### config.mk
export PLATFORM = sky130hd
export DESIGN_NAME = cpu_cu_flat
export DESIGN_NICKNAME = d
export VERILOG_FILES = /design/src/rtl/cpu_cu_pkg.sv /design/src/rtl/cpu_cu_if.sv /design/src/rtl/cpu_cu_bcond.sv /design/src/rtl/cpu_cu.sv /design/src/flat_wrapper.sv
export SDC_FILE = /design/constraint.sdc
export NUM_CORES = 1
export LEC_CHECK = 0
export BUFFER_PORTS_ARGS = -buffer_cell sky130_fd_sc_hd__buf_2
export CAP_MARGIN = 20
export CORE_UTILIZATION = 46
export CTS_CLUSTER_DIAMETER = 120
export CTS_CLUSTER_SIZE = 24
export DETAILED_ROUTE_END_ITERATION = 12
export GPL_TIMING_DRIVEN = 0
export PLACE_DENSITY_LB_ADDON = 0.1
export SLEW_MARGIN = 20
export SYNTH_ARGS = -nofsm -noshare
export SYNTH_HDL_FRONTEND = slang
export SYNTH_SLANG_ARGS = --single-unit
### constraint.sdc
create_clock -name clk -period 2.1 [get_ports clk]
set_input_delay 0.315 -clock clk [delete_from_list [all_inputs] [get_ports clk]]
set_output_delay 0.315 -clock clk [all_outputs]
set_load 0.03 [all_outputs]
### src/rtl/cpu_cu_pkg.sv
// Shared types for the CPU control unit: state encodings, instruction classes,
// branch-condition codes and the packed EU control word.
package cpu_cu_pkg;

    localparam int unsigned STATE_W       = 4;
    localparam int unsigned CLASS_LSB_DEF = 9;
    localparam int unsigned COND_LSB      = 6;
    localparam int unsigned IR_W          = 16;
    localparam int unsigned PSR_W         = 3;

    typedef enum logic [STATE_W-1:0] {
        S_RESET  = STATE_W'(0),
        S_FETCH  = STATE_W'(1),
        S_DECODE = STATE_W'(2),
        S_ALU    = STATE_W'(3),
        S_LOAD   = STATE_W'(4),
        S_STORE  = STATE_W'(5),
        S_JUMP   = STATE_W'(6),
        S_BRANCH = STATE_W'(7),
        S_HALT   = STATE_W'(8)
    } state_e;

    typedef enum logic [2:0] {
        CLS_ALU    = 3'b000,
        CLS_LOAD   = 3'b001,
        CLS_STORE  = 3'b010,
        CLS_JUMP   = 3'b011,
        CLS_BRANCH = 3'b100,
        CLS_ILL5   = 3'b101,
        CLS_ILL6   = 3'b110,
        CLS_HALT   = 3'b111
    } cls_e;

    typedef enum logic [2:0] {
        BC_ALWAYS = 3'b000,
        BC_Z      = 3'b001,
        BC_NZ     = 3'b010,
        BC_C      = 3'b011,
        BC_NC     = 3'b100,
        BC_N      = 3'b101,
        BC_NN     = 3'b110,
        BC_NEVER  = 3'b111
    } bcond_e;

    // psr bit positions: {C,N,Z}
    localparam int unsigned PSR_C = 2;
    localparam int unsigned PSR_N = 1;
    localparam int unsigned PSR_Z = 0;

    typedef struct packed {
        logic w_en;
        logic s_sel;
        logic pc_ld;
        logic pc_inc;
        logic ir_ld;
        logic adr_sel;
        logic mr_en;
        logic mw_en;
        logic halted;
    } ctrl_t;

endpackage

### src/rtl/cpu_cu_if.sv
// Control-unit <-> execution-unit bus: IR and flags in, control word and psr out.
interface cpu_cu_if;
    import cpu_cu_pkg::*;

    logic [IR_W-1:0]  ir;
    logic             c;
    logic             n;
    logic             z;
    logic             w_en;
    logic             s_sel;
    logic             pc_ld;
    logic             pc_inc;
    logic             ir_ld;
    logic             adr_sel;
    logic             mr_en;
    logic             mw_en;
    logic [PSR_W-1:0] psr;
    logic             halted;

    modport master (
        input  ir, c, n, z,
        output w_en, s_sel, pc_ld, pc_inc, ir_ld, adr_sel, mr_en, mw_en, psr, halted
    );

    modport slave (
        output ir, c, n, z,
        input  w_en, s_sel, pc_ld, pc_inc, ir_ld, adr_sel, mr_en, mw_en, psr, halted
    );

endinterface

### src/rtl/cpu_cu_bcond.sv
// Branch-condition evaluator: decides a BRANCH from the IR condition field and latched psr.
module cpu_cu_bcond
    import cpu_cu_pkg::*;
(
    input  logic [2:0]       cond,
    input  logic [PSR_W-1:0] psr,
    output logic             taken_c
);

    always_comb begin
        taken_c = 1'b0;
        case (bcond_e'(cond))
            BC_ALWAYS: taken_c = 1'b1;
            BC_Z:      taken_c = psr[PSR_Z];
            BC_NZ:     taken_c = ~psr[PSR_Z];
            BC_C:      taken_c = psr[PSR_C];
            BC_NC:     taken_c = ~psr[PSR_C];
            BC_N:      taken_c = psr[PSR_N];
            BC_NN:     taken_c = ~psr[PSR_N];
            BC_NEVER:  taken_c = 1'b0;
        endcase
    end

endmodule

### src/rtl/cpu_cu.sv
// CPU control unit: Moore FSM sequencing fetch/decode/execute and driving the EU control word.
// Optional feature macro: CPU_CU_ILLEGAL_TRAP_EN (classes 101/110 halt instead of acting as NOPs).
module cpu_cu
    import cpu_cu_pkg::*;
#(
    parameter int unsigned CLASS_LSB = CLASS_LSB_DEF
) (
    input  logic     clk,
    input  logic     reset,
    cpu_cu_if.master bus
);

    state_e           state_q, state_d;
    ctrl_t            ctrl_q,  ctrl_d;
    logic [PSR_W-1:0] psr_q,   psr_d;
    logic             taken_c;
    cls_e             cls_c;
    logic             unused_ir_c;

    assign cls_c       = cls_e'(bus.ir[CLASS_LSB +: 3]);
    assign unused_ir_c = ^{bus.ir[IR_W-1:12], bus.ir[COND_LSB-1:0]};

    cpu_cu_bcond u_bcond (
        .cond    (bus.ir[COND_LSB +: 3]),
        .psr     (psr_q),
        .taken_c (taken_c)
    );

    // Next state, then the control word is a decode of that next state so it registers alongside it.
    always_comb begin
        state_d = state_q;
        ctrl_d  = '0;
        psr_d   = psr_q;

        case (state_q)
            S_RESET:  state_d = S_FETCH;
            S_FETCH:  state_d = S_DECODE;
            S_DECODE: begin
                case (cls_c)
                    CLS_ALU:    state_d = S_ALU;
                    CLS_LOAD:   state_d = S_LOAD;
                    CLS_STORE:  state_d = S_STORE;
                    CLS_JUMP:   state_d = S_JUMP;
                    CLS_BRANCH: state_d = S_BRANCH;
                    CLS_HALT:   state_d = S_HALT;
`ifdef CPU_CU_ILLEGAL_TRAP_EN
                    CLS_ILL5, CLS_ILL6: state_d = S_HALT;
`else
                    CLS_ILL5, CLS_ILL6: state_d = S_FETCH;
`endif
                endcase
            end
            S_ALU, S_LOAD, S_STORE, S_JUMP, S_BRANCH: state_d = S_FETCH;
            S_HALT:   state_d = S_HALT;
            default:  state_d = S_RESET;
        endcase

        // Branch decision is taken while IR and psr are stable in DECODE.
        case (state_d)
            S_FETCH: begin
                ctrl_d.mr_en  = 1'b1;
                ctrl_d.ir_ld  = 1'b1;
                ctrl_d.pc_inc = 1'b1;
            end
            S_ALU:   ctrl_d.w_en = 1'b1;
            S_LOAD: begin
                ctrl_d.adr_sel = 1'b1;
                ctrl_d.mr_en   = 1'b1;
                ctrl_d.s_sel   = 1'b1;
                ctrl_d.w_en    = 1'b1;
            end
            S_STORE: begin
                ctrl_d.adr_sel = 1'b1;
                ctrl_d.mw_en   = 1'b1;
            end
            S_JUMP:   ctrl_d.pc_ld  = 1'b1;
            S_BRANCH: ctrl_d.pc_ld  = taken_c;
            S_HALT:   ctrl_d.halted = 1'b1;
            default:  ctrl_d = '0;
        endcase

        if (state_q == S_ALU) begin
            psr_d = {bus.c, bus.n, bus.z};
        end
    end

    always_ff @(posedge clk or negedge reset) begin
        if (!reset) begin
            state_q <= S_RESET;
            ctrl_q  <= '0;
            psr_q   <= '0;
        end else begin
            state_q <= state_d;
            ctrl_q  <= ctrl_d;
            psr_q   <= psr_d;
        end
    end

    assign bus.w_en    = ctrl_q.w_en;
    assign bus.s_sel   = ctrl_q.s_sel;
    assign bus.pc_ld   = ctrl_q.pc_ld;
    assign bus.pc_inc  = ctrl_q.pc_inc;
    assign bus.ir_ld   = ctrl_q.ir_ld;
    assign bus.adr_sel = ctrl_q.adr_sel;
    assign bus.mr_en   = ctrl_q.mr_en;
    assign bus.mw_en   = ctrl_q.mw_en;
    assign bus.halted  = ctrl_q.halted;
    assign bus.psr     = psr_q;

endmodule

### src/flat_wrapper.sv
// flat-port wrapper written by rule: the top's interface ports become plain ports
module cpu_cu_flat import cpu_cu_pkg::*;
#(
    parameter int unsigned CLASS_LSB = CLASS_LSB_DEF
)
  (clk, reset, bus_ir, bus_c, bus_n, bus_z, bus_w_en, bus_s_sel, bus_pc_ld, bus_pc_inc, bus_ir_ld, bus_adr_sel, bus_mr_en, bus_mw_en, bus_psr, bus_halted);
  cpu_cu_if bus_i ();
  input  logic clk;
  input  logic reset;
  input wire logic [$bits(bus_i.ir)-1:0] bus_ir;
  input wire logic [$bits(bus_i.c)-1:0] bus_c;
  input wire logic [$bits(bus_i.n)-1:0] bus_n;
  input wire logic [$bits(bus_i.z)-1:0] bus_z;
  output wire logic [$bits(bus_i.w_en)-1:0] bus_w_en;
  output wire logic [$bits(bus_i.s_sel)-1:0] bus_s_sel;
  output wire logic [$bits(bus_i.pc_ld)-1:0] bus_pc_ld;
  output wire logic [$bits(bus_i.pc_inc)-1:0] bus_pc_inc;
  output wire logic [$bits(bus_i.ir_ld)-1:0] bus_ir_ld;
  output wire logic [$bits(bus_i.adr_sel)-1:0] bus_adr_sel;
  output wire logic [$bits(bus_i.mr_en)-1:0] bus_mr_en;
  output wire logic [$bits(bus_i.mw_en)-1:0] bus_mw_en;
  output wire logic [$bits(bus_i.psr)-1:0] bus_psr;
  output wire logic [$bits(bus_i.halted)-1:0] bus_halted;
  assign bus_i.ir = bus_ir;
  assign bus_i.c = bus_c;
  assign bus_i.n = bus_n;
  assign bus_i.z = bus_z;
  assign bus_w_en = bus_i.w_en;
  assign bus_s_sel = bus_i.s_sel;
  assign bus_pc_ld = bus_i.pc_ld;
  assign bus_pc_inc = bus_i.pc_inc;
  assign bus_ir_ld = bus_i.ir_ld;
  assign bus_adr_sel = bus_i.adr_sel;
  assign bus_mr_en = bus_i.mr_en;
  assign bus_mw_en = bus_i.mw_en;
  assign bus_psr = bus_i.psr;
  assign bus_halted = bus_i.halted;
  cpu_cu #(.CLASS_LSB(CLASS_LSB)) u_core (.clk(clk), .reset(reset), .bus(bus_i));
endmodule
Word level (Yosys, flattened, before mapping). Memories as Yosys holds them, arrays and structs flattened. Index checks and enable logic that the tools add are counted.

Bits in registers: 16. Bits of input ports: 21. Logic and storage cells: 53. Output and inout port bits: 12. Memories: 1. Bits in read-only memories: 32.

Bitwise logic cells: 3. Equality and inequality tests: 22. Reductions and logical operators: 6. Multiplexer cells: 10.

Memories: (no name shown) (words 8, width 4, rd ports 1, clocked after Yosys merged registers in 0, wr ports 0, line cpu_cu.sv:39) `case (cls_c)`.

Operator list (number): $eq 4x3->1 const B (8); $pmux 4 s4 (1); $eq 3x3->1 const B (4); $eq 4x2->1 const B (3); $eq 4x1->1 const B (2); $eq 4x4->1 const B (2); $pmux 1 s8 (1); $eq 3x2->1 const B (2); $mux 1 (6); $reduce_or 2->1 (3); $reduce_or 6->1 (1); $logic_not 4->1 (1); $eq 3x1->1 const B (1); $logic_not 3->1 (1); $not 1->1 (3); $mux 2 (1); $pmux 1 s2 (1).

Longest topological paths before layout. Gate-level depths: netlist (run 1).

Depth in word-level cells: 6. Depth in mapped cells: 6. Gate-level depth less buffers: 6.

Cells and area by module. A second synthesis (run 1) with hierarchy kept.

Cells, all modules: 66. Area total of the unflattened synthesis: 788.3 µm².

Modules (own cells, without submodules): cpu_cu (area an instance 735.7 µm², cells an instance 57, instances 1, sequential area each 375.4 µm²); cpu_cu_bcond (area an instance 52.6 µm², cells an instance 9, instances 1, sequential area each 0.0 µm²).

Worst setup path before layout (run 1). No wires, ideal clock.

Path type: input to register. Start point: input port bus_ir[9]. End point: register u_core.ctrl_q (netlist bit u_core.bus.w_en). Buffers on the path: 0. Setup slack: 0.591 ns. Cell stages on the path: 5. Arrival time: 1.432 ns. Library setup time: 0.077 ns. Data required time: 2.023 ns. Path through: ha_1 -> mux2_4 -> and3b_2 -> or3b_1 -> a21oi_1.

RTL lines: start, declared (line flat_wrapper.sv:10) `input wire logic [$bits(bus_i.ir)-1:0] bus_ir;`; end signal, assigned (line cpu_cu.sv:94) `ctrl_q <= ctrl_d;`; end, declared (line cpu_cu.sv:14) `ctrl_t ctrl_q, ctrl_d;`.

==> run_results.csv, run 1 <==
group,metric,value,unit
clock_tree,post_cts_resized,0,
timing,hold_violations,0,
clock_tree,insertion_delay,0.28,ns
timing,setup-violations-final,0,
synthesis,syn_nets,93,
global_route,grt_pass1_wl,2360,um
clock_tree,cts.htree.levels,1,
synthesis,synth.top_cells.by_area,"sky130_fd_sc_hd__dfrtp_1, sky130_fd_sc_hd__ha_1, sky130_fd_sc_hd__a221oi_4",
critical_path,crit_path_start_kind,"flop",
global_route,met3_usage,3.75,%
synthesis,synth.cell_area,786,um^2
status,failing_checks,"design-rule violations",
critical_path,timing.critical_path.to_type,"flop",
routing,drt-wirelength-per-cell,12.8,um
synthesis,ys_seq_elements,15,
timing,clock.fmax,606,MHz
synthesis,postSynth.topFlopCell,"sky130_fd_sc_hd__dfrtp_1",
critical_path,worst_ep_arrival_time,1.85,ns
critical_path,largest_fanout_of_any_net_on_the_critical_path,7,
layout,final_area,952,um^2
placement,placement.cell_area,916,um^2
placement,place.port_buffers,22,
routing,initialDrtViolationCount,12,
global_route,maximum_number_of_pins_on_one_net_before_global_route_repair,16,
placement,final_weighted_congestion_in_routability_driven_placement,0.778,
global_route,grt_overflow_total,0,
timing,timing_worst_slew_pin_value,0.440,ns
synthesis,yosys_warnings,0,
timing,timing.max_slew.rel_slack,70.4,%
timing,min_period,1.65,ns
clock_tree,cts-buffers-inserted,3,
layout,post_route_cells_drive_above_1_share,37.9,%
timing,layout_setup_ws,0.451,ns
timing,worst_clock_skew,0.00828,ns
floorplanning,core_area,0.00156,mm^2
timing,slew_violations,0,
pwr,p_leak,0.483,nW
timing,timing.final.crit_share,78.5,%
timing,fin_hold_ws,0.236,ns
critical_path,critical_path_class,"reg2reg",
timing,grt_setup_unrepaired,"false",
job,cap_viol_max_count,0,
layout,postLayoutCoreUtil,61.1,%
routing,routed-via-count,602,
clock_tree,cts-root-to-sink-buffers,2,
synthesis,synth_top_area_cell,"sky130_fd_sc_hd__dfrtp_1",
synthesis,fraction_of_the_yosys_area_taken_by_sequential_cells,47.8,%
routing,routed_via_density,5.42,
floorplanning,top_level_ports,33,
clock_tree,clkSlewWorstSetupHoldPaths,0.09,ns
global_route,first_global_vias,547,
global_route,global_route.usage.met1,20.2,%
critical_path,crit_required,2.30,ns
clock_tree,cts_tree,"yes",
routing,first_pass_iters,8,
clock_tree,cts-root-buf,"sky130_fd_sc_hd__clkbuf_4",
floorplanning,die_area,0.00188,mm^2
floorplanning,floorplan.rows,14,
synthesis,synth.avg_cell_area,11.6,um^2
routing,drc,4,
synthesis,synth-edff-count,0,
floorplanning,die_x,43.3,um
global_route,groute.usage.overall,17.3,%
placement,post-dp-hpwl,1070,um
pwr,totalPowerFinal,1.23,mW
clock_tree,postCtsSetupRepairBufs,0,
global_route,globalRouteMet2Util,30.3,%
global_route,antenna_violations_before_repair,0,
synthesis,async_reset_ff_share,100,%
routing,antenna_violating_nets_post_route,0,
layout,post_route_insts_no_fill,111,
clock_tree,cts.hold.buffers_added,1,
status,status,"finished with violations",
layout,layout.nets,121,
placement,post-place-cells,106,
routing,route.final.wire_length,1420,um
synthesis,ys_types,35,
floorplanning,fp.dieH,43.3,um
synthesis,synthCells,68,
floorplanning,floorplan.initialDensity,50.4,%
clock_tree,cts_sink_count,15,
hold_path,hold_path_class,"in2reg",
timing,tns,0,ns
pwr,power_per_cell_area,1290,mW/mm^2
layout,syn2layout_area_growth,21.2,%
pwr,ir_drop,600,uV
layout,diodes,0,
global_route,grt-busiest-layer,"met2",
placement,place_worst_setup_slack,0.397,ns
synthesis,area_share_of_the_largest_cell_type_after_synthesis,47.8,%
cells by family (layout without fill, tap and decap cells):
kind of cell,count (synthesis),in the layout,synth area share (%)
simple gates,27,27,23.9
flops,15,15,47.8
compound gates,12,12,12.7
buf+inv,6,33,3.34
fa+ha+maj,4,4,6.37
mux,3,3,4.78
xor+xnor,1,1,1.11
synthesized netlist by cell type (2+ instances only):
cell	number
sky130_fd_sc_hd__and2_1	2
sky130_fd_sc_hd__dfrtp_1	15
sky130_fd_sc_hd__ha_1	4
sky130_fd_sc_hd__inv_1	4
sky130_fd_sc_hd__mux2_2	2
sky130_fd_sc_hd__nand2_1	3
sky130_fd_sc_hd__nand2b_1	3
sky130_fd_sc_hd__nand3_1	2
sky130_fd_sc_hd__nor2_1	2
sky130_fd_sc_hd__nor2b_1	2
sky130_fd_sc_hd__nor3_1	2
sky130_fd_sc_hd__nor3b_1	2
sky130_fd_sc_hd__o21ai_0	3
final cells by class:
| class | count | area (um^2) |
|---|---|---|
| Tap cell | 16 | 20.0 |
| Multi-Input combinational cell | 47 | 384 |
| Timing Repair Buffer | 23 | 120 |
| Fill cell | 140 | 607 |
| Inverter | 5 | 18.8 |
| Sequential cell | 15 | 375 |
| Clock buffer | 4 | 26.3 |
| Buffer | 1 | 7.51 |
state kept, by name, indices dropped and copies added, names as in the netlist:
name and count:
u_core.bus.adr_sel 1, u_core.bus.psr 3, u_core.state_q 4, u_core.bus.ir_ld 1
u_core.bus.s_sel 1, u_core.bus.halted 1, u_core.bus.mr_en 1, u_core.bus.w_en 1
u_core.bus.mw_en 1, u_core.bus.pc_ld 1
routing by layer:
metal	routed length [um]	share of wire, %
met3	50	3.5
met5	0	0
met4	9	0.64
met1	628	44
met2	729	51
path summary, 6_finish.rpt:
check / startpoint / endpoint / slack, ns / cells after the start
setup / recovery: u_core.state_q[3] / u_core.bus.w_en / 0.45 / 4
hold / removal: bus_z / u_core.bus.psr[0] / 0.24 / 3
setup reg to reg: u_core.state_q[3] / u_core.bus.w_en / 0.45 / 4
hold reg to reg: u_core.bus.psr[2] / u_core.bus.psr[2] / 0.58 / 1
max in group asynchronous: reset / u_core.state_q[1] / 1.39 / 2
min in group asynchronous: reset / u_core.bus.ir_ld / 0.45 / 2
power breakdown:
group / leakage [nW] / internal [mW] / total, mW / switching, mW
registers: 0.194 / 0.377 / 0.464 / 0.0870
logic: 0.273 / 0.258 / 0.597 / 0.339
clock network: 0.0150 / 0.0737 / 0.165 / 0.0913
critical path: stages (launching register included):
cell and delay, ns:
sky130_fd_sc_hd__dfrtp_1 0.52, sky130_fd_sc_hd__nor4b_4 0.34, sky130_fd_sc_hd__a31o_2 0.23, sky130_fd_sc_hd__or3b_1 0.35
sky130_fd_sc_hd__a21oi_1 0.13
cells in the final DEF, fill, tap and decap left out, types with 2 or more instances in the layout:
cell                       count
sky130_fd_sc_hd__clkbuf_4      3
sky130_fd_sc_hd__nor2b_1       2
sky130_fd_sc_hd__buf_2        22
sky130_fd_sc_hd__o21ai_0       3
sky130_fd_sc_hd__mux2_2        2
sky130_fd_sc_hd__nand2b_1      3
sky130_fd_sc_hd__nand3_1       2
sky130_fd_sc_hd__nor2_1        2
sky130_fd_sc_hd__ha_1          4
sky130_fd_sc_hd__nor3b_1       2
sky130_fd_sc_hd__dfrtp_1      15
sky130_fd_sc_hd__nor3_1        2
sky130_fd_sc_hd__nand2_1       3
sky130_fd_sc_hd__and2_1        2
sky130_fd_sc_hd__inv_1         4
Note: power is estimated with default switching activity, not from simulation.
==> inputs of run 2 (changes only) <==
--- a/config.mk
+++ b/config.mk
@@ -5,9 +5,10 @@
 export SDC_FILE = /design/constraint.sdc
 export NUM_CORES = 1
 export LEC_CHECK = 0
+export ABC_AREA = 1
 export BUFFER_PORTS_ARGS = -buffer_cell sky130_fd_sc_hd__buf_2
 export CAP_MARGIN = 20
-export CORE_UTILIZATION = 46
+export CORE_UTILIZATION = 42
 export CTS_CLUSTER_DIAMETER = 120
 export CTS_CLUSTER_SIZE = 24
 export DETAILED_ROUTE_END_ITERATION = 12
==> constraint.sdc (replaced) <==
create_clock -name clk -period 1.43 [get_ports clk]
set_input_delay 0.2145 -clock clk [delete_from_list [all_inputs] [get_ports clk]]
set_output_delay 0.2145 -clock clk [all_outputs]
set_load 0.03 [all_outputs]
==> run 2 against run 1 <==
Net effect: setup slack lost 0.30 ns; first-iteration DRC count down 25%; register-to-register slack got worse by 0.30 ns; utilization decreased by 5.1 points; count of clock-buffer cells in the layout did not move; the flow now finishes without violations; hold slack got worse by 0.066 ns; clock power is 39% higher; combinational power increased by 71%; routed wire length is 1.8% lower; largest cell class is now flip-flops and latches; sequential power up 48%; sequential share of layout area down 1.8 points; sequential cell count is the same.
==> run_results.csv, run 2 <==
group,metric,value,unit
status,status,"complete, no violations",
clock_tree,cts-root-buf,"sky130_fd_sc_hd__clkbuf_4",
synthesis,synthCells,99,
timing,setup-violations-final,0,
timing,grt_setup_unrepaired,"false",
clock_tree,cts-root-to-sink-buffers,2,
global_route,grt_pass1_wl,2280,um
floorplanning,top_level_ports,33,
clock_tree,cts-buffers-inserted,3,
global_route,grt-busiest-layer,"met2",
global_route,maximum_number_of_pins_on_one_net_before_global_route_repair,16,
pwr,p_leak,0.588,nW
layout,number_of_flip_flops_in_the_largest_register,4,
routing,first_pass_iters,4,
synthesis,syn_nets,124,
critical_path,worstReg2RegEnd,"u_core.bus.pc_ld",
synthesis,area_share_of_the_largest_cell_type_after_synthesis,45.8,%
synthesis,fraction_of_the_yosys_area_taken_by_sequential_cells,45.8,%
timing,timing_worst_slew_pin_value,0.322,ns
layout,final_area,997,um^2
hold_path,hold_end,"u_core.bus.psr[0]",
synthesis,yosys-top-cells-count,"sky130_fd_sc_hd__nand2_1, sky130_fd_sc_hd__dfrtp_1, sky130_fd_sc_hd__inv_1, sky130_fd_sc_hd__nand3_1, sky130_fd_sc_hd__nor2_1",
layout,post_route_insts_no_fill,151,
placement,post-dp-hpwl,1130,um
timing,timing.max_slew.rel_slack,78.5,%
clock_tree,clkSlewWorstSetupHoldPaths,0.08,ns
synthesis,synth_top_area_cell,"sky130_fd_sc_hd__dfrtp_1",
critical_path,regToRegSetupSlack,0.15,ns
synthesis,synth.top_cells.by_area,"sky130_fd_sc_hd__dfrtp_1, sky130_fd_sc_hd__nand2_1, sky130_fd_sc_hd__inv_1",
critical_path,worst_ep_arrival_time,1.46,ns
clock_tree,insertion_delay,0.27,ns
hold_path,hold_path_class,"in2reg",
floorplanning,die_area,0.00213,mm^2
layout,post_route_cells_drive_above_1_share,31.7,%
synthesis,yosysMostFrequentCell,"sky130_fd_sc_hd__nand2_1",
layout,syn2layout_area_growth,21.7,%
clock_tree,cts_sink_count,15,
layout,layout.cells.most_common_list,"sky130_fd_sc_hd__nand2_1, sky130_fd_sc_hd__buf_2, sky130_fd_sc_hd__dfrtp_1, sky130_fd_sc_hd__inv_1, sky130_fd_sc_hd__nand3_1",
floorplanning,core_area,0.00178,mm^2
timing,timing.final.crit_share,89.8,%
layout,final_common_cell,"sky130_fd_sc_hd__nand2_1",
synthesis,synth-edff-count,0,
routing,antenna_violating_nets_post_route,0,
routing,initialDrtViolationCount,9,
synthesis,synth.avg_cell_area,8.28,um^2
timing,layout_setup_ws,0.146,ns
placement,placement.cell_area,961,um^2
routing,routed_via_density,4.41,
global_route,globalRouteMet2Util,25.9,%
routing,drt-wirelength-per-cell,9.21,um
layout,regMostFlops,"u_core.state_q",
floorplanning,floorplan.initialDensity,46.0,%
routing,drc,0,
routing,route.final.wire_length,1390,um
timing,slew_violations,0,
floorplanning,floorplan.rows,15,
floorplanning,die_x,46.2,um
placement,place.port_buffers,22,
clock_tree,cts.htree.levels,1,
critical_path,reg2regPathDepth,8,
critical_path,timing.critical_path.to_type,"flop",
global_route,first_global_vias,552,
synthesis,postSynth.topFlopCell,"sky130_fd_sc_hd__dfrtp_1",
critical_path,largest_fanout_of_any_net_on_the_critical_path,8,
timing,hold_violations,0,
placement,post-place-cells,146,
timing,min_period,1.28,ns
critical_path,crit_required,1.60,ns
global_route,grt_overflow_total,0,
global_route,global_route.usage.met1,18.3,%
synthesis,ys_types,14,
floorplanning,fp.dieH,46.2,um
global_route,met3_usage,4.71,%
layout,diodes,0,
clock_tree,cts_tree,"yes",
placement,final_weighted_congestion_in_routability_driven_placement,0.785,
synthesis,ys_seq_elements,15,
hold_path,min-delay-start,"bus_z",
timing,tns,0,ns
synthesis,yosys_warnings,0,
global_route,antenna_violations_before_repair,0,
global_route,groute.usage.overall,15.8,%
critical_path,critical_path.reg2reg.startpoint,"u_core.state_q[0]",
layout,layout.nets,152,
hold_path,worstHoldPathCells,2,
pwr,ir_drop,832,uV
job,cap_viol_max_count,0,
timing,worst_clock_skew,0.00132,ns
critical_path,critical_path_class,"reg2reg",
pwr,power_per_cell_area,1940,mW/mm^2
placement,place_worst_setup_slack,0.0798,ns
synthesis,synth.cell_area,820,um^2
critical_path,crit_path_start_kind,"flop",
synthesis,async_reset_ff_share,100,%
timing,clock.fmax,779,MHz
routing,routed-via-count,666,
run 2: changes by cell type after synthesis, sizes merged, moves of 2 or more:
cell    change
nand2      +29
nand2b      -4
nor4b       -2
and2        -2
nand3       +8
inv        +12
nor2b       -2
nor3b       -2
nor2       +10
run 2: report_power, final:
group          total, mW  internal, mW  leakage (nW)  switching [mW]
Clock              0.229         0.108        0.0150           0.121
Combinational       1.02         0.343         0.379           0.675
Sequential         0.686         0.567         0.194           0.118
run 2: final cells by class:
type | instances | area [um^2]
repair buffers | 23 | 120
clock buffers | 4 | 26.3
fillers | 180 | 786
plain buffers | 1 | 7.51
flip-flops and latches | 15 | 375
inverters | 17 | 63.8
multi-input cells | 66 | 373
well taps | 25 | 31.3
run 2: worst max-delay path by stage:
stage | start | end | slack [ns]
after floorplan | u_core.state_q[0] | u_core.bus.pc_ld | 0.29
after global placement | bus_ir[9] | u_core.bus.mr_en | 0.12
after detailed placement | bus_ir[9] | u_core.bus.mr_en | 0.08
after CTS | u_core.state_q[0] | u_core.bus.pc_ld | 0.15
after global routing | u_core.state_q[0] | u_core.bus.pc_ld | 0.06
final | u_core.state_q[0] | u_core.bus.pc_ld | 0.15
run 2: what timing repair did:
item,4_1_cts,5_1_grt
hold buffers,1,0
setup buffers,0,0
endpoints found under the hold margin,15,0
gates resized for setup,0,0
run 2: routing by layer:
metal  up-vias  wire, um
met1       293       644
met3         2        55
met2        15       678
met4         0        12
met5         -         0
li1        356         -
run 2: per-stage QoR:
| stage | hold WS (ns) | total power, mW | util [%] |
|---|---|---|---|
| after floorplan | -0.0811 | 1.48 | - |
| after detailed placement | 0.133 | 1.71 | 53.9 |
| after global placement | 0.129 | 1.70 | 53.9 |
| after global routing | 0.141 | 2.10 | 55.9 |
| final | 0.170 | 1.93 | 55.9 |
| after CTS | 0.157 | 1.96 | 55.9 |
run 2: logic make-up (layout without fill, tap and decap cells):
| group | Yosys count | in the layout | share of synthesized area (%) |
|---|---|---|---|
| flip-flops | 15 | 15 | 45.8 |
| buffers and inverters | 18 | 45 | 8.70 |
| adder cells (fa/ha/maj) | 4 | 4 | 6.11 |
| AND/OR/NAND/NOR | 56 | 56 | 33.4 |
| AO/OA/AOI/OAI | 3 | 3 | 1.83 |
| multiplexers | 3 | 3 | 4.12 |
run 2: critical path: stages (launching register included):
cell                      delay [ns]
sky130_fd_sc_hd__dfrtp_1        0.47
sky130_fd_sc_hd__inv_2          0.10
sky130_fd_sc_hd__nand2_1        0.05
sky130_fd_sc_hd__nor2_1         0.15
sky130_fd_sc_hd__nand2_1        0.08
sky130_fd_sc_hd__nand2_2        0.14
sky130_fd_sc_hd__inv_1          0.05
sky130_fd_sc_hd__nor2_1         0.09
sky130_fd_sc_hd__nor2_1         0.04
==> inputs of run 3 (changes only) <==
--- a/config.mk
+++ b/config.mk
@@ -8,12 +8,14 @@
 export ABC_AREA = 1
 export BUFFER_PORTS_ARGS = -buffer_cell sky130_fd_sc_hd__buf_2
 export CAP_MARGIN = 20
-export CORE_UTILIZATION = 42
+export CELL_PAD_IN_SITES_DETAIL_PLACEMENT = 1
+export CELL_PAD_IN_SITES_GLOBAL_PLACEMENT = 1
+export CORE_UTILIZATION = 30
 export CTS_CLUSTER_DIAMETER = 120
 export CTS_CLUSTER_SIZE = 24
 export DETAILED_ROUTE_END_ITERATION = 12
 export GPL_TIMING_DRIVEN = 0
-export PLACE_DENSITY_LB_ADDON = 0.1
+export PLACE_DENSITY = 0.81
 export SLEW_MARGIN = 20
 export SYNTH_ARGS = -nofsm -noshare
 export SYNTH_HDL_FRONTEND = slang
==> run 3 against run 2 <==
Net effect: register-to-register slack better by 0.02 ns; clock power barely moved; utilization is 16 points lower; first-iteration DRC count is 89% lower; setup slack improved by 0.015 ns; critical path type unchanged; critical endpoint is now u_core.bus.mr_en; largest power group unchanged.
==> run_results.csv, run 3 (synthesized netlist as in run 2, its figures left out) <==
group,metric,value,unit
critical_path,critPathMaxStageDelay,0.46,ns
global_route,grt_overflow_total,0,
routing,drt-wirelength-per-cell,11.1,um
critical_path,crit_path_start_kind,"flop",
critical_path,path_buf_inv,1,
timing,slew_violations,0,
hold_path,hold_path_class,"in2reg",
clock_tree,cts_sink_count,15,
global_route,maximum_number_of_pins_on_one_net_before_global_route_repair,16,
routing,wirelength_met1,668,um
floorplanning,floorplan.rows,18,
routing,route.final.wire_length,1730,um
timing,tns,0,ns
routing,initialDrtViolationCount,1,
routing,routed_via_density,4.51,
placement,post-place-cells,151,
job,cap_viol_max_count,0,
clock_tree,cts.htree.levels,1,
pwr,power_per_cell_area,1970,mW/mm^2
clock_tree,cts-root-buf,"sky130_fd_sc_hd__clkbuf_4",
layout,syn2layout_area_growth,23.2,%
timing,worst_clock_skew,0.00269,ns
timing,setup-violations-final,0,
floorplanning,die_area,0.00294,mm^2
routing,wl_met2,950,um
critical_path,path_cells,"inv_2 > nand2_1 > nor2_1 > nand2_1 > nand2_4 > nor2_1 > nand2_1 > nand2_1",
global_route,antenna_violations_before_repair,0,
placement,post-dp-hpwl,1470,um
pwr,ir_drop,829,uV
floorplanning,core_area,0.00252,mm^2
global_route,grt_pass1_wl,2800,um
critical_path,worst_ep_arrival_time,1.44,ns
critical_path,largest_fanout_of_any_net_on_the_critical_path,8,
layout,final_common_cell,"sky130_fd_sc_hd__nand2_1",
routing,routed-via-count,704,
critical_path,critical_path_class,"reg2reg",
critical_path,crit_start,"u_core.state_q[0]",
critical_path,cell_family_contributing_the_most_delay_on_the_critical_path,"simple AND/OR/NAND/NOR gates",
layout,layout.cells.most_common_list,"sky130_fd_sc_hd__nand2_1, sky130_fd_sc_hd__buf_2, sky130_fd_sc_hd__inv_1, sky130_fd_sc_hd__dfrtp_1, sky130_fd_sc_hd__nand3_1",
timing,timing_worst_slew_pin_value,0.327,ns
layout,post_route_insts_no_fill,156,
floorplanning,fp.dieH,54.3,um
routing,drc,0,
layout,layout.nets,152,
critical_path,critical_path.reg2reg.startpoint,"u_core.state_q[0]",
floorplanning,die_x,54.3,um
routing,detailroute.wirelength.met3,63,um
critical_path,crit_required,1.60,ns
timing,min_period,1.27,ns
layout,post_route_cells_drive_above_1_share,32.5,%
critical_path,cpMaxStageDelayCell,"sky130_fd_sc_hd__dfrtp_2",
placement,place_worst_setup_slack,0.0587,ns
pwr,p_leak,0.588,nW
routing,first_pass_iters,3,
clock_tree,cts-buffers-inserted,3,
status,status,"complete, no violations",
floorplanning,floorplan.initialDensity,32.5,%
clock_tree,postCtsSetupRepairBufs,0,
timing,timing.max_slew.rel_slack,78.2,%
routing,route.top_layer_used,"met4",
placement,final_weighted_congestion_in_routability_driven_placement,0.700,
layout,diodes,0,
critical_path,timing.critical_path.to_type,"flop",
layout,number_of_flip_flops_in_the_largest_register,4,
routing,antenna_violating_nets_post_route,0,
clock_tree,cts-root-to-sink-buffers,2,
critical_path,critPathMostFrequentCell,"sky130_fd_sc_hd__nand2_1",
floorplanning,top_level_ports,33,
timing,grt_setup_unrepaired,"false",
clock_tree,cts_tree,"yes",
timing,layout_setup_ws,0.161,ns
clock_tree,insertion_delay,0.27,ns
global_route,groute.usage.overall,13.7,%
timing,timing.final.crit_share,88.7,%
clock_tree,clkSlewWorstSetupHoldPaths,0.08,ns
layout,regMostFlops,"u_core.state_q",
global_route,first_global_vias,701,
placement,place.port_buffers,22,
timing,clock.fmax,788,MHz
hold_path,min-delay-start,"bus_z",
timing,hold_violations,0,
## run 3: cell counts in the layout (fill, tap and decap cells not counted)
No cell type changed its count.
## run 3: through the flow
step | total power [mW] | utilization [%] | hold slack (ns) | instance area, um^2
6_report | 1.99 | 40.0 | 0.174 | 1010
5_1_grt | 2.19 | 40.0 | 0.166 | 1010
4_1_cts | 2.01 | 39.8 | 0.169 | 1000
3_5_place_dp | 1.77 | 38.3 | 0.131 | 967
3_3_place_gp | 1.71 | 38.3 | 0.122 | 967
2_1_floorplan | 1.48 | - | -0.0811 | 820
## run 3: worst paths after layout
kind | depth (start not counted) | slack (ns) | end
worst min register to register | 1 | 0.55 | u_core.bus.psr[1]
min in group asynchronous | 2 | 0.39 | u_core.bus.adr_sel
max in group asynchronous | 2 | 0.78 | u_core.state_q[0]
worst min-delay path | 2 | 0.17 | u_core.bus.psr[0]
worst max register to register | 8 | 0.16 | u_core.bus.mr_en
worst max-delay path | 8 | 0.16 | u_core.bus.mr_en
## run 3: layout make-up
class | count | area, um^2
Multi-Input combinational cell | 66 | 378
Timing Repair Buffer | 23 | 120
Fill cell | 323 | 1510
Inverter | 17 | 63.8
Clock buffer | 4 | 26.3
Tap cell | 30 | 37.5
Sequential cell | 15 | 377
Buffer | 1 | 7.51
## run 3: per-layer routing
layer  track usage [%]  vias to the layer above
met4              8.97                        0
met3              1.11                        4
met5                 0                        -
met1              12.8                      327
met2              27.6                       19
li1                  -                      354
## run 3: what timing repair did
item | in CTS | in global routing
gates resized for setup | 0 | 2
endpoints found under the hold margin | 15 | 0
hold buffers | 1 | 0
setup endpoints to repair | 0 | 1
## run 3: where the power goes
group / leakage (nW) / switching [mW] / internal [mW]
Sequential: 0.193 / 0.121 / 0.571
Clock: 0.0150 / 0.121 / 0.108
Combinational: 0.380 / 0.721 / 0.351
